### src/rtl/apb_requester_arbiter_if.sv
// Bundle of requester command/response signals and the APB requester bus.
// Handshake: a requester holds req_valid and its req_* fields until it
// observes its req_ready bit; req_ready and rsp_valid are one-cycle pulses.
// The "master" modport is the arbiter side; "slave" is the requester and
// completer side.
interface apb_requester_arbiter_if #(
  parameter int NUM_REQ    = 2,
  parameter int ADDR_WIDTH = 32,
  parameter int DATA_WIDTH = 32,
  parameter int STRB_WIDTH = DATA_WIDTH / 8
);
  logic [NUM_REQ-1:0]            req_valid;
  logic [NUM_REQ-1:0]            req_write;
  logic [NUM_REQ*ADDR_WIDTH-1:0] req_addr;
  logic [NUM_REQ*DATA_WIDTH-1:0] req_wdata;
  logic [NUM_REQ*STRB_WIDTH-1:0] req_strb;
  logic [NUM_REQ*3-1:0]          req_prot;
  logic [NUM_REQ-1:0]            req_ready;
  logic [NUM_REQ-1:0]            rsp_valid;
  logic [DATA_WIDTH-1:0]         rsp_rdata;
  logic                          rsp_slverr;
  logic                          rsp_timeout;
  logic                          psel;
  logic                          penable;
  logic                          pwrite;
  logic [ADDR_WIDTH-1:0]         paddr;
  logic [DATA_WIDTH-1:0]         pwdata;
  logic [STRB_WIDTH-1:0]         pstrb;
  logic [2:0]                    pprot;
  logic                          pready;
  logic                          pslverr;
  logic [DATA_WIDTH-1:0]         prdata;

  modport master (
    input  req_valid, req_write, req_addr, req_wdata, req_strb, req_prot,
    input  pready, pslverr, prdata,
    output req_ready, rsp_valid, rsp_rdata, rsp_slverr, rsp_timeout,
    output psel, penable, pwrite, paddr, pwdata, pstrb, pprot
  );

  modport slave (
    output req_valid, req_write, req_addr, req_wdata, req_strb, req_prot,
    output pready, pslverr, prdata,
    input  req_ready, rsp_valid, rsp_rdata, rsp_slverr, rsp_timeout,
    input  psel, penable, pwrite, paddr, pwdata, pstrb, pprot
  );
endinterface

### src/rtl/apb_requester_arbiter.sv
// Round-robin arbiter that shares one APB requester port among NUM_REQ
// command sources. One transfer in flight; all outputs are registers.
// Timeline per transfer: accept (req_ready) -> SETUP -> ACCESS(+waits) -> RESP.
module apb_requester_arbiter #(
  parameter int NUM_REQ        = 2,
  parameter int ADDR_WIDTH     = 32,
  parameter int DATA_WIDTH     = 32,
  parameter int STRB_WIDTH     = DATA_WIDTH / 8,
  parameter int TIMEOUT_CYCLES = 16
) (
  input  logic                    pclk,
  input  logic                    preset,
  apb_requester_arbiter_if.master bus,
  output logic [1:0]              dbg_state
);
  localparam int GW = $clog2(NUM_REQ);
  localparam int CW = $clog2(TIMEOUT_CYCLES + 1);

  typedef enum logic [1:0] {IDLE, SETUP, ACCESS, RESP} state_t;

  state_t                 state_q, state_d;
  logic [GW-1:0]          last_q, last_d, gnt_q, gnt_d;
  logic [CW-1:0]          cnt_q, cnt_d;
  logic [NUM_REQ-1:0]     req_ready_q, req_ready_d, rsp_valid_q, rsp_valid_d;
  logic [DATA_WIDTH-1:0]  rdata_q, rdata_d;
  logic                   slverr_q, slverr_d, timeout_q, timeout_d;
  logic                   psel_q, psel_d, penable_q, penable_d, pwrite_q, pwrite_d;
  logic [ADDR_WIDTH-1:0]  paddr_q, paddr_d;
  logic [DATA_WIDTH-1:0]  pwdata_q, pwdata_d;
  logic [STRB_WIDTH-1:0]  pstrb_q, pstrb_d;
  logic [2:0]             pprot_q, pprot_d;
  logic                   found;
  logic [GW-1:0]          pick;

  function automatic logic [GW-1:0] rr_idx(input logic [GW-1:0] base, input int off);
    int s;
    s = (int'(base) + off) % NUM_REQ;
    return GW'(s);
  endfunction

  // Round-robin search starting just after the last granted requester.
  always_comb begin
    found = 1'b0;
    pick  = last_q;
    for (int i = 1; i <= NUM_REQ; i++) begin
      if (!found && bus.req_valid[rr_idx(last_q, i)]) begin
        found = 1'b1;
        pick  = rr_idx(last_q, i);
      end
    end
  end

  // Next-state and next-output logic; the accept cycle is IDLE with req_ready set.
  always_comb begin
    state_d     = state_q;
    last_d      = last_q;
    gnt_d       = gnt_q;
    cnt_d       = cnt_q;
    req_ready_d = '0;
    rsp_valid_d = '0;
    rdata_d     = rdata_q;
    slverr_d    = slverr_q;
    timeout_d   = timeout_q;
    psel_d      = psel_q;
    penable_d   = penable_q;
    pwrite_d    = pwrite_q;
    paddr_d     = paddr_q;
    pwdata_d    = pwdata_q;
    pstrb_d     = pstrb_q;
    pprot_d     = pprot_q;
    case (state_q)
      IDLE: begin
        if (|req_ready_q) begin
          if (paddr_q[1:0] != 2'b00) begin
            state_d            = RESP;
            rsp_valid_d[gnt_q] = 1'b1;
            rdata_d            = '0;
            slverr_d           = 1'b1;
            timeout_d          = 1'b0;
          end else begin
            state_d = SETUP;
            psel_d  = 1'b1;
          end
        end else if (found) begin
          req_ready_d[pick] = 1'b1;
          gnt_d             = pick;
          last_d            = pick;
          pwrite_d          = bus.req_write[pick];
          paddr_d           = bus.req_addr[int'(pick)*ADDR_WIDTH +: ADDR_WIDTH];
          pwdata_d          = bus.req_wdata[int'(pick)*DATA_WIDTH +: DATA_WIDTH];
          pstrb_d           = bus.req_write[pick] ?
                              bus.req_strb[int'(pick)*STRB_WIDTH +: STRB_WIDTH] : '0;
          pprot_d           = bus.req_prot[int'(pick)*3 +: 3];
        end
      end
      SETUP: begin
        state_d   = ACCESS;
        penable_d = 1'b1;
      end
      ACCESS: begin
        if (bus.pready) begin
          state_d            = RESP;
          psel_d             = 1'b0;
          penable_d          = 1'b0;
          rsp_valid_d[gnt_q] = 1'b1;
          rdata_d            = pwrite_q ? '0 : bus.prdata;
          slverr_d           = bus.pslverr;
          timeout_d          = 1'b0;
        end else if (cnt_q == CW'(TIMEOUT_CYCLES - 1)) begin
          state_d            = RESP;
          psel_d             = 1'b0;
          penable_d          = 1'b0;
          rsp_valid_d[gnt_q] = 1'b1;
          rdata_d            = '0;
          slverr_d           = 1'b1;
          timeout_d          = 1'b1;
        end else begin
          cnt_d = cnt_q + 1'b1;
        end
      end
      RESP: begin
        state_d = IDLE;
        cnt_d   = '0;
      end
      default: state_d = IDLE;
    endcase
  end

  // State and output registers; reset drops the bus and rewinds the pointer.
  always_ff @(posedge pclk or posedge preset) begin
    if (preset) begin
      state_q     <= IDLE;
      last_q      <= GW'(NUM_REQ - 1);
      gnt_q       <= '0;
      cnt_q       <= '0;
      req_ready_q <= '0;
      rsp_valid_q <= '0;
      rdata_q     <= '0;
      slverr_q    <= 1'b0;
      timeout_q   <= 1'b0;
      psel_q      <= 1'b0;
      penable_q   <= 1'b0;
      pwrite_q    <= 1'b0;
      paddr_q     <= '0;
      pwdata_q    <= '0;
      pstrb_q     <= '0;
      pprot_q     <= '0;
    end else begin
      state_q     <= state_d;
      last_q      <= last_d;
      gnt_q       <= gnt_d;
      cnt_q       <= cnt_d;
      req_ready_q <= req_ready_d;
      rsp_valid_q <= rsp_valid_d;
      rdata_q     <= rdata_d;
      slverr_q    <= slverr_d;
      timeout_q   <= timeout_d;
      psel_q      <= psel_d;
      penable_q   <= penable_d;
      pwrite_q    <= pwrite_d;
      paddr_q     <= paddr_d;
      pwdata_q    <= pwdata_d;
      pstrb_q     <= pstrb_d;
      pprot_q     <= pprot_d;
    end
  end

  assign bus.req_ready   = req_ready_q;
  assign bus.rsp_valid   = rsp_valid_q;
  assign bus.rsp_rdata   = rdata_q;
  assign bus.rsp_slverr  = slverr_q;
  assign bus.rsp_timeout = timeout_q;
  assign bus.psel        = psel_q;
  assign bus.penable     = penable_q;
  assign bus.pwrite      = pwrite_q;
  assign bus.paddr       = paddr_q;
  assign bus.pwdata      = pwdata_q;
  assign bus.pstrb       = pstrb_q;
  assign bus.pprot       = pprot_q;
  assign dbg_state       = state_q;
endmodule

### src/flat_wrapper.sv
// flat-port wrapper written by rule: the top's interface ports become plain ports
module apb_requester_arbiter_flat 
#(
  parameter int NUM_REQ        = 2,
  parameter int ADDR_WIDTH     = 32,
  parameter int DATA_WIDTH     = 32,
  parameter int STRB_WIDTH     = DATA_WIDTH / 8,
  parameter int TIMEOUT_CYCLES = 16
)
  (pclk, preset, dbg_state, bus_req_valid, bus_req_write, bus_req_addr, bus_req_wdata, bus_req_strb, bus_req_prot, bus_pready, bus_pslverr, bus_prdata, bus_req_ready, bus_rsp_valid, bus_rsp_rdata, bus_rsp_slverr, bus_rsp_timeout, bus_psel, bus_penable, bus_pwrite, bus_paddr, bus_pwdata, bus_pstrb, bus_pprot);
  apb_requester_arbiter_if #(.NUM_REQ(NUM_REQ), .ADDR_WIDTH(ADDR_WIDTH), .DATA_WIDTH(DATA_WIDTH), .STRB_WIDTH(STRB_WIDTH)) bus_i ();
  input  logic pclk;
  input  logic preset;
  output logic [1:0] dbg_state;
  input wire logic [$bits(bus_i.req_valid)-1:0] bus_req_valid;
  input wire logic [$bits(bus_i.req_write)-1:0] bus_req_write;
  input wire logic [$bits(bus_i.req_addr)-1:0] bus_req_addr;
  input wire logic [$bits(bus_i.req_wdata)-1:0] bus_req_wdata;
  input wire logic [$bits(bus_i.req_strb)-1:0] bus_req_strb;
  input wire logic [$bits(bus_i.req_prot)-1:0] bus_req_prot;
  input wire logic [$bits(bus_i.pready)-1:0] bus_pready;
  input wire logic [$bits(bus_i.pslverr)-1:0] bus_pslverr;
  input wire logic [$bits(bus_i.prdata)-1:0] bus_prdata;
  output wire logic [$bits(bus_i.req_ready)-1:0] bus_req_ready;
  output wire logic [$bits(bus_i.rsp_valid)-1:0] bus_rsp_valid;
  output wire logic [$bits(bus_i.rsp_rdata)-1:0] bus_rsp_rdata;
  output wire logic [$bits(bus_i.rsp_slverr)-1:0] bus_rsp_slverr;
  output wire logic [$bits(bus_i.rsp_timeout)-1:0] bus_rsp_timeout;
  output wire logic [$bits(bus_i.psel)-1:0] bus_psel;
  output wire logic [$bits(bus_i.penable)-1:0] bus_penable;
  output wire logic [$bits(bus_i.pwrite)-1:0] bus_pwrite;
  output wire logic [$bits(bus_i.paddr)-1:0] bus_paddr;
  output wire logic [$bits(bus_i.pwdata)-1:0] bus_pwdata;
  output wire logic [$bits(bus_i.pstrb)-1:0] bus_pstrb;
  output wire logic [$bits(bus_i.pprot)-1:0] bus_pprot;
  assign bus_i.req_valid = bus_req_valid;
  assign bus_i.req_write = bus_req_write;
  assign bus_i.req_addr = bus_req_addr;
  assign bus_i.req_wdata = bus_req_wdata;
  assign bus_i.req_strb = bus_req_strb;
  assign bus_i.req_prot = bus_req_prot;
  assign bus_i.pready = bus_pready;
  assign bus_i.pslverr = bus_pslverr;
  assign bus_i.prdata = bus_prdata;
  assign bus_req_ready = bus_i.req_ready;
  assign bus_rsp_valid = bus_i.rsp_valid;
  assign bus_rsp_rdata = bus_i.rsp_rdata;
  assign bus_rsp_slverr = bus_i.rsp_slverr;
  assign bus_rsp_timeout = bus_i.rsp_timeout;
  assign bus_psel = bus_i.psel;
  assign bus_penable = bus_i.penable;
  assign bus_pwrite = bus_i.pwrite;
  assign bus_paddr = bus_i.paddr;
  assign bus_pwdata = bus_i.pwdata;
  assign bus_pstrb = bus_i.pstrb;
  assign bus_pprot = bus_i.pprot;
  apb_requester_arbiter #(.NUM_REQ(NUM_REQ), .ADDR_WIDTH(ADDR_WIDTH), .DATA_WIDTH(DATA_WIDTH), .STRB_WIDTH(STRB_WIDTH), .TIMEOUT_CYCLES(TIMEOUT_CYCLES)) u_core (.pclk(pclk), .preset(preset), .bus(bus_i), .dbg_state(dbg_state));
endmodule
### config.mk
export PLATFORM = sky130hd
export DESIGN_NAME = apb_requester_arbiter_flat
export DESIGN_NICKNAME = d
export VERILOG_FILES = /design/src/rtl/apb_requester_arbiter_if.sv /design/src/rtl/apb_requester_arbiter.sv /design/src/flat_wrapper.sv
export SDC_FILE = /design/constraint.sdc
export NUM_CORES = 1
export LEC_CHECK = 0
export BUFFER_PORTS_ARGS = -buffer_cell sky130_fd_sc_hd__buf_2
export CAP_MARGIN = 25
export CORE_MARGIN = 3
export CORE_UTILIZATION = 50
export DETAILED_ROUTE_END_ITERATION = 12
export PLACE_DENSITY = 0.84
export SKIP_CTS_REPAIR_TIMING = 1
export SYNTH_ARGS = -nofsm -noshare
export SYNTH_HDL_FRONTEND = slang
export SYNTH_SLANG_ARGS = --single-unit
### constraint.sdc
create_clock -name pclk -period 6.7 [get_ports pclk]
set_clock_uncertainty 0.15 [all_clocks]
set_input_delay 1.34 -clock pclk [delete_from_list [all_inputs] [get_ports pclk]]
set_output_delay 1.34 -clock pclk [all_outputs]
set_load 0.03 [all_outputs]
Word level (Yosys, flattened, before mapping)
Cells that the tools add are included.

Bits in registers: 121. Output and inout bits: 114. Word-level logic and storage cells: 109.

Add/subtract/negate cells: 3. Multipliers: 1. Order comparisons: 6. Eq/ne operators: 10. Shift operators: 4. Multiplexer cells: 52. Bitwise gates (word level): 1. Reductions and logical operators: 16.

Operators with widths (number): 32-bit two-way mux (5); 64-bit by 7-bit variable part select with 32-bit output (2); 32-bit one-hot mux with 2 select lines (1); 6-bit by 32-bit variable part select with 3-bit output (1); 1-bit two-way mux (23); 2-bit two-way mux (11); 5-bit two-way mux (2); 5-bit one-hot mux with 2 select lines (1); 1-bit by 2-bit < comparator with 1-bit output (second input constant) (4); 1-bit one-hot mux with 2 select lines (4); 2-bit one-hot mux with 4 select lines (1); 4-bit AND reduction (2); 2-bit nonzero test (4); 8-bit by 4-bit variable part select with 4-bit output (1); 2-bit != test (second input constant) (3); 3-bit AND reduction (2); 5-bit by 1-bit adder with 5-bit output (second input constant) (1); 5-bit by 4-bit == test with 1-bit output (second input constant) (1); 2-bit == test (second input constant) (2); 4-bit two-way mux (1); 2-bit by 1-bit != test with 1-bit output (second input constant) (2); 2-bit one-hot mux with 2 select lines (1); 2-bit AND reduction (2); 1-bit logical AND (3); other kinds (10) (13).

Depth between registers and ports, before layout
Gate-level depths: netlist (run 1).

Word-level depth: 14. Gate-level depth with buffers: 8. Gate-level depth less buffers: 6.

Worst setup path before layout (run 1)
OpenSTA, ideal clock, no wires.

Kind: input to register. Start: input bus_pready. End: register u_core.rdata_q[0], in the netlist u_core.bus.rsp_rdata[0]. Arrival: 2463 ps. Slack: 4008 ps. Stages: 4. Buffers on the path: 1. Path through: nor2_2 a2111oi_4 buf_8 mux2i_1.

Word-level cells in the longest chain between the ends: 2.

Ends and longest elaborated chain: from (decl) (line flat_wrapper.sv:21) `input wire logic [$bits(bus_i.pready)-1:0] bus_pready;`; 3-bit by 2-bit != test with 1-bit output (no source line) / 32-bit two-way mux (equally long branches); 4-bit AND reduction (no source line) / 32-bit one-hot mux with 2 select lines (equally long branches); to (signal assigned) (line apb_requester_arbiter.sv:155) `rdata_q <= rdata_d;`; to (decl) (line apb_requester_arbiter.sv:25) `logic [DATA_WIDTH-1:0] rdata_q, rdata_d;`.

Parallel ways exist; a longest one is shown, timed or not. A chain may end at the register's enable or synchronous reset.

Worst setup path after layout (run 1)
Start: register u_core.state_q[0], in the netlist u_core.dbg_state[0]. End: register u_core.paddr_q[10], in the netlist u_core.bus.paddr[10].

Word-level cells in the longest chain between the ends: 2.

Ends and longest elaborated chain: from (decl) (line apb_requester_arbiter.sv:21) `state_t state_q, state_d;`; from (signal assigned) (line apb_requester_arbiter.sv:149) `state_q <= state_d;`; 2-bit logical NOT (line apb_requester_arbiter.sv:71) `case (state_q)`; 3-bit AND reduction (no source line); to (signal assigned) (line apb_requester_arbiter.sv:161) `paddr_q <= paddr_d;`; to (decl) (line apb_requester_arbiter.sv:28) `logic [ADDR_WIDTH-1:0] paddr_q, paddr_d;`.

No other way between the ends.

==> results.md, run 1 <==
* VDD IR-drop max at around 0.27 mV
* Synth warn at 0
* Vias in the first global route at between 5000 and 6000
* Syn Nets at 829
* Area share of and/or/nand/nor cells after synthesis at 11.4%
* Clk sinks at about 120
* Buffers on Ports at ~300
* I/O pins at ~300
* Max FO, Critical Path at between 70 and 80
* Final Max Slew Viols at 0
* Synth Area per Inst at just over 9 µm²
* Largest net degree at the start of global routing at 75
* DRC errors left at 0
* Crit path launch type: register
* Area delta synth->final at 34.9%
* Final setup margin at between 3000 and 4000 ps
* Final HPWL DP at 12700 µm
* Max Cap Violations at 0
* Layout cells sized above 1 at 38.7%
* Gpl congestion at between 0.8 and 0.9
* CP max stage delay at roughly 670 ps
* Later-pin clock latency in the skew report at 400 ps
* Post-synth top flop: dfrtp_1
* WL/cell at about 18 µm
* Distinct cells, synth at 40
* Compound-Gate Fraction of Synth Area at between 20% and 30%
* WP data required at ~6800 ps
* Total CTS buffers at 17
* First-pass GRT wire length at about 29000 µm
* Rows at 39
* Fin crit share at between 50% and 60%
* Pleak at between 3 and 4 nW
* Main combinational cell family by area after synthesis: compound AO/OA/AOI/OAI gates
* Final net count at between 1000 and 1500
* Setup Viol. Count Final at 0
* Crit path DAT at roughly 3600 ps
* Crit Path Class: reg -> reg
* DIE AREA at 13200 µm²
* Drt via density at between 5 and 6
* CP max-delay cell: buf_4
* Syn Inst Count at roughly 640
* CTS root buf: clkbuf_16
* Grt ovf at 0
* Vias at 6013
* Mapped Area at approximately 5900 µm²
* FF+latch count, synth at approximately 120
* Reg2reg path depth at 7
* Initial core utilization at between 50% and 60%
* Core ar. at about 12000 µm²
* Worst slew margin at about two fifths
* Max Buffers Root-to-Sink at 2
* Actual slew at the worst max-slew pin at slightly below 900 ps
* Hold WC Path Type: reg -> reg
* Post-synthesis xor/xnor area fraction at 0%
* Final antenna-violating net count at 0
* Die Ht at around 110 µm
* Cell Count, Final, Fillers Out at roughly 1100
* Gr usage total at 27.3%
* Iter 0 DRT Violations at between 500 and 600
* CTS tree: done
* Die width at about 110 µm
* Placed Area at 7400 µm²
* CP Capture Type: register
* Post-synthesis mux area share at between 6 and 7%
* Critical-path cell list: inv_1 -> ha_1 -> nor3b_4 -> buf_4 -> and2_2 -> buf_4 -> a31oi_1
* Worst-path clk slew at 60 ps
* Min cycle time layout at between 3000 and 4000 ps
* Adder-Cell Fraction of Synth Area at 1.05%
* Critical path depth at 7
* Power per cell area at 555 nW/µm²
* Status: finished, final reports clean
* Post-synth EDFFs at 0
* H-tree depth at 4
* Initial antenna violation count at 2
* Crit path max-delay family: buffers and inverters
* CP most frequent cell: buf_4
* Final design area excluding fillers at ~8000 µm²
* Post-Route WL at 18700 µm
* Dpl ws at between 3000 and 4000 ps
* Final hold vios at 0
* Ys async rst share at 100%
* Min-Delay Path Depth at 1
* RSZ-0062 raised after global routing: false
* Placed cells at approximately 1000
* Register area share after synthesis at around 51%
* WP buf/inv at 3
* Setup_tns at 0 ps
* F_max at around 290 MHz
* DRT Pass-1 Iters at 5
* Final Total Pwr at ~0.0044 W
synthesized netlist by cell type (5+ instances only):
| library cell | number | area [µm²] |
|---|---|---|
| inv_1 | 40 | 150 |
| nand4_1 | 6 | 37.5 |
| a31oi_1 | 72 | 450 |
| nand3_1 | 71 | 355 |
| o21ai_0 | 72 | 360 |
| nor2_1 | 6 | 22.5 |
| clkbuf_1 | 46 | 173 |
| ha_1 | 5 | 62.6 |
| nand2_1 | 39 | 146 |
| a21oi_1 | 76 | 380 |
| buf_2 | 15 | 75.1 |
| dfrtp_1 | 120 | 3000 |
| mux2i_1 | 34 | 340 |
per-layer routing:
| layer | up-vias | global-route usage (%) | part of all wire [%] |
|---|---|---|---|
| li1 | 2822 | - | - |
| met5 | - | 0 | 0 |
| met2 | 336 | 43.5 | 49 |
| met1 | 2820 | 34.5 | 39 |
| met3 | 35 | 7.53 | 9.4 |
| met4 | 0 | 13.1 | 2.6 |
area by class of cell:
| cell class | count | area, µm² |
|---|---|---|
| fill | 932 | 3510 |
| sequential | 121 | 3030 |
| multi-input combinational | 416 | 2480 |
| timing repair buffer | 304 | 1560 |
| clock buffer | 20 | 457 |
| tap | 143 | 179 |
| inverter | 40 | 153 |
| clock inverter | 12 | 149 |
| antenna | 2 | 5.00 |
cells by family after synthesis:
kind of cell,Yosys count
compound gates,234
simple gates,139
flops,121
buf+inv,105
mux,38
fa+ha+maj,5
metrics by stage:
step | util (%) | hold WS (ps)
4_1_cts | 69.5 | 337
2_1_floorplan | - | 261
6_report | 69.5 | 339
3_5_place_dp | 64.2 | 333
5_1_grt | 69.5 | 356
3_3_place_gp | 64.0 | 325
state kept, by name, indices dropped and copies added (netlist names), 2 cells and up:
| signal | cells |
|---|---|
| u_core.dbg_state | 2 |
| u_core.bus.pwdata | 32 |
| u_core.bus.rsp_rdata | 32 |
| u_core.bus.pstrb | 4 |
| u_core.cnt_q | 5 |
| u_core.bus.req_ready | 2 |
| u_core.bus.rsp_valid | 2 |
| u_core.bus.pprot | 3 |
| u_core.bus.paddr | 32 |
worst reg2reg max path, cell delays in order (launching register included):
cell     delay, ps
dfrtp_1        420
inv_1          100
ha_1           280
nor3b_4        330
buf_4          670
and2_2         600
buf_4          560
a31oi_1        190
power breakdown:
group	leakage [nW]	internal (W)	switching [W]
Clock	0.288	0.000602	0.000334
Combinational	2.07	0.000698	0.00153
Sequential	1.46	0.00107	0.000204
Total	3.82	0.00237	0.00207
cells in the final DEF, fill, tap and decap left out, types with 2 or more instances in the layout:
master,synthesis,routed
or2_2,4,4
o21ai_0,72,72
diode_2,0,2
a31oi_1,72,72
a22o_1,2,2
nand3_1,71,71
mux2_4,2,2
a21oi_1,76,76
mux2_2,2,2
clkinv_2,0,4
ha_1,5,5
nand4_1,6,6
nor3_1,2,2
buf_2,15,295
bufinv_16,0,3
mux2i_1,34,34
inv_1,40,39
o211ai_1,4,4
clkinvlp_4,0,4
clkbuf_16,0,17
clkbuf_8,0,2
and2_2,0,2
dfrtp_1,120,120
nand2_1,39,38
buf_4,0,8
nor2_1,6,5
path summary, 6_finish.rpt:
| kind | start | slack [ps] | to |
|---|---|---|---|
| setup / recovery | u_core.dbg_state[0]$_DFFE_PP0P_ | 3250 | u_core.bus.paddr[10]$_DFFE_PP0P_ |
| hold / removal | u_core.gnt_q$_DFFE_PP0P_ | 340 | u_core.bus.rsp_valid[0]$_DFF_PP0_ |
| hold reg to reg | u_core.gnt_q$_DFFE_PP0P_ | 340 | u_core.bus.rsp_valid[0]$_DFF_PP0_ |
| min in group asynchronous | preset | 880 | u_core.bus.rsp_rdata[26]$_DFFE_PP0P_ |
| setup reg to reg | u_core.dbg_state[0]$_DFFE_PP0P_ | 3250 | u_core.bus.paddr[10]$_DFFE_PP0P_ |
| max in group asynchronous | preset | 4170 | u_core.bus.pwrite$_DFFE_PP0P_ |
(Power assumes the default switching activity.)
==> inputs of run 2 (changes only) <==
--- a/config.mk
+++ b/config.mk
@@ -8,9 +8,9 @@
 export BUFFER_PORTS_ARGS = -buffer_cell sky130_fd_sc_hd__buf_2
 export CAP_MARGIN = 25
 export CORE_MARGIN = 3
-export CORE_UTILIZATION = 50
+export CORE_UTILIZATION = 42
 export DETAILED_ROUTE_END_ITERATION = 12
-export PLACE_DENSITY = 0.84
+export PLACE_DENSITY = 0.75
 export SKIP_CTS_REPAIR_TIMING = 1
 export SYNTH_ARGS = -nofsm -noshare
 export SYNTH_HDL_FRONTEND = slang
==> constraint.sdc (replaced) <==
create_clock -name pclk -period 3.15 [get_ports pclk]
set_clock_uncertainty 0.15 [all_clocks]
set_input_delay 0.63 -clock pclk [delete_from_list [all_inputs] [get_ports pclk]]
set_output_delay 0.63 -clock pclk [all_outputs]
set_load 0.03 [all_outputs]
==> results.md, run 2 (synthesis results as in run 1) <==
* Status: finished, final reports clean
* Most frequent cells in the layout: 295 x buf_2, 120 x dfrtp_1, 76 x a21oi_1, 72 x o21ai_0, 72 x a31oi_1
* Switching pwr at 0.00440 W
* Net Sw Frac at 45.6%
* Layout cells sized above 1 at about 39%
* Final HPWL DP at 13400 µm
* Power per cell area at between 1000 and 1500 nW/µm²
* Clk sinks at around 120
* Seq pwr share at approximately 28%
* Critical path endpoint: u_core.bus.rsp_timeout$_DFFE_PP0P_
* Max Buffers Root-to-Sink at 2
* Final Max Slew Viols at 0
* First-pass GRT wire length at a little over 30000 µm
* Crit Reg-Reg Endpoint: u_core.bus.rsp_timeout$_DFFE_PP0P_
* Reg2reg path depth at 6
* Buffers on Ports at about 300
* WL/cell at 17.8 µm
* Iter 0 DRT Violations at approximately 410
* Die Ht at between 100 and 150 µm
* Vias in the first global route at slightly below 6000
* Clock share of power at between 20% and 30%
* F_max at 422 MHz
* CTS tree: done
* Pint at roughly 0.0052 W
* Crit path DAT at roughly 2500 ps
* Setup_tns at 0 ps
* Rows at 42
* Worst slew margin at 45.0%
* Vias at around 6000
* DIE AREA at 15600 µm²
* Max Cap Violations at 0
* RSZ-0062 raised after global routing: false
* VDD IR-drop max at roughly 0.56 mV
* Initial core utilization at 44.0%
* Hold WC Path Type: in -> async
* Die width at approximately 120 µm
* CP Capture Type: register
* Fin crit share at around three quarters
* H-tree depth at 4
* Post-Route WL at around 20000 µm
* Largest net degree at the start of global routing at 74
* Area delta synth->final at 37.5%
* Reg2reg setup slack at 780 ps
* Cell Count, Final, Fillers Out at 1093
* Crit Path Class: reg -> reg
* Pleak at approximately 3.9 nW
* Total CTS buffers at 17
* Placed cells at 1061
* WP data required at 3290 ps
* Most common cell after layout, fill and taps aside: buf_2
* DRC errors left at 0
* Max FO, Critical Path at 34
* I/O pins at 296
* Worst-path clk slew at 50 ps
* Min cycle time layout at 2370 ps
* Gr usage total at 24.6%
* Initial antenna violation count at 3
* Setup Viol. Count Final at 0
* Core ar. at around 14000 µm²
* Crit path from: u_core.dbg_state[0]$_DFFE_PP0P_
* Drt via density at 5.50
* Part of the power in combinational logic at 50.2%
* Final net count at 1091
* R2r startpoint: u_core.dbg_state[0]$_DFFE_PP0P_
* Final antenna-violating net count at 0
* Crit path launch type: register
* DRT Pass-1 Iters at 5
* Gpl congestion at between 0.8 and 0.9
* Later-pin clock latency in the skew report at between 400 and 500 ps
* CTS root buf: clkbuf_16
* Grt ovf at 0
* Actual slew at the worst max-slew pin at between 800 and 900 ps
* Final hold vios at 0
## run 2: per-stage QoR
step | setup slack [ps] | area (µm²) | hold WS (ps) | util (%) | power (W)
2_1_floorplan | 778 | 5940 | 261 | - | 0.00619
3_3_place_gp | 838 | 7520 | 301 | 55.7 | 0.00752
3_5_place_dp | 794 | 7520 | 307 | 55.7 | 0.00761
4_1_cts | 787 | 8160 | 238 | 60.4 | 0.00971
5_1_grt | 610 | 8160 | 270 | 60.4 | 0.0102
6_report | 781 | 8160 | 218 | 60.4 | 0.00964
## run 2: cell type report
| type | instances | area (µm²) |
|---|---|---|
| Fill cell | 1203 | 5350 |
| Clock buffer | 23 | 498 |
| Multi-Input combinational cell | 416 | 2480 |
| Clock inverter | 8 | 140 |
| Tap cell | 176 | 220 |
| Sequential cell | 121 | 3030 |
| Antenna cell | 1 | 2.50 |
| Timing Repair Buffer | 308 | 1640 |
| Inverter | 40 | 154 |
## run 2: metal layers
metal  track usage [%]  vias up  wire (µm)
met1              31.0     2776       7680
met4              11.2        2        493
li1                  -     2833          -
met2              39.1      353       9420
met5                 0        -         13
met3              7.50       44       1890
## run 2: worst min path at each step
stage                                         from                                end  slack (ps)
final                                       preset   u_core.bus.paddr[31]$_DFFE_PP0P_         220
after global routing                        preset   u_core.bus.paddr[31]$_DFFE_PP0P_         270
after CTS                                   preset   u_core.bus.paddr[31]$_DFFE_PP0P_         240
after detailed placement  u_core.gnt_q$_DFFE_PP0P_  u_core.bus.rsp_valid[0]$_DFF_PP0_         310
after global placement    u_core.gnt_q$_DFFE_PP0P_  u_core.bus.rsp_valid[0]$_DFF_PP0_         300
after floorplan           u_core.gnt_q$_DFFE_PP0P_  u_core.bus.rsp_valid[0]$_DFF_PP0_         260
## run 2: critical path, cell delays in order, from the launching register on
cell       delay (ps)
dfrtp_1           400
inv_1              90
ha_1              540
nor2_1            160
a2111oi_4         290
buf_12            290
mux2_4            320
## run 2: power groups by stage
stage               Clock, W  Combinational, W  Sequential (W)
finish               0.00208           0.00484         0.00272
global route         0.00218           0.00521         0.00281
CTS                  0.00212           0.00487         0.00272
detailed placement         0           0.00489         0.00272
global placement           0           0.00481         0.00271
floorplan                  0           0.00218         0.00402
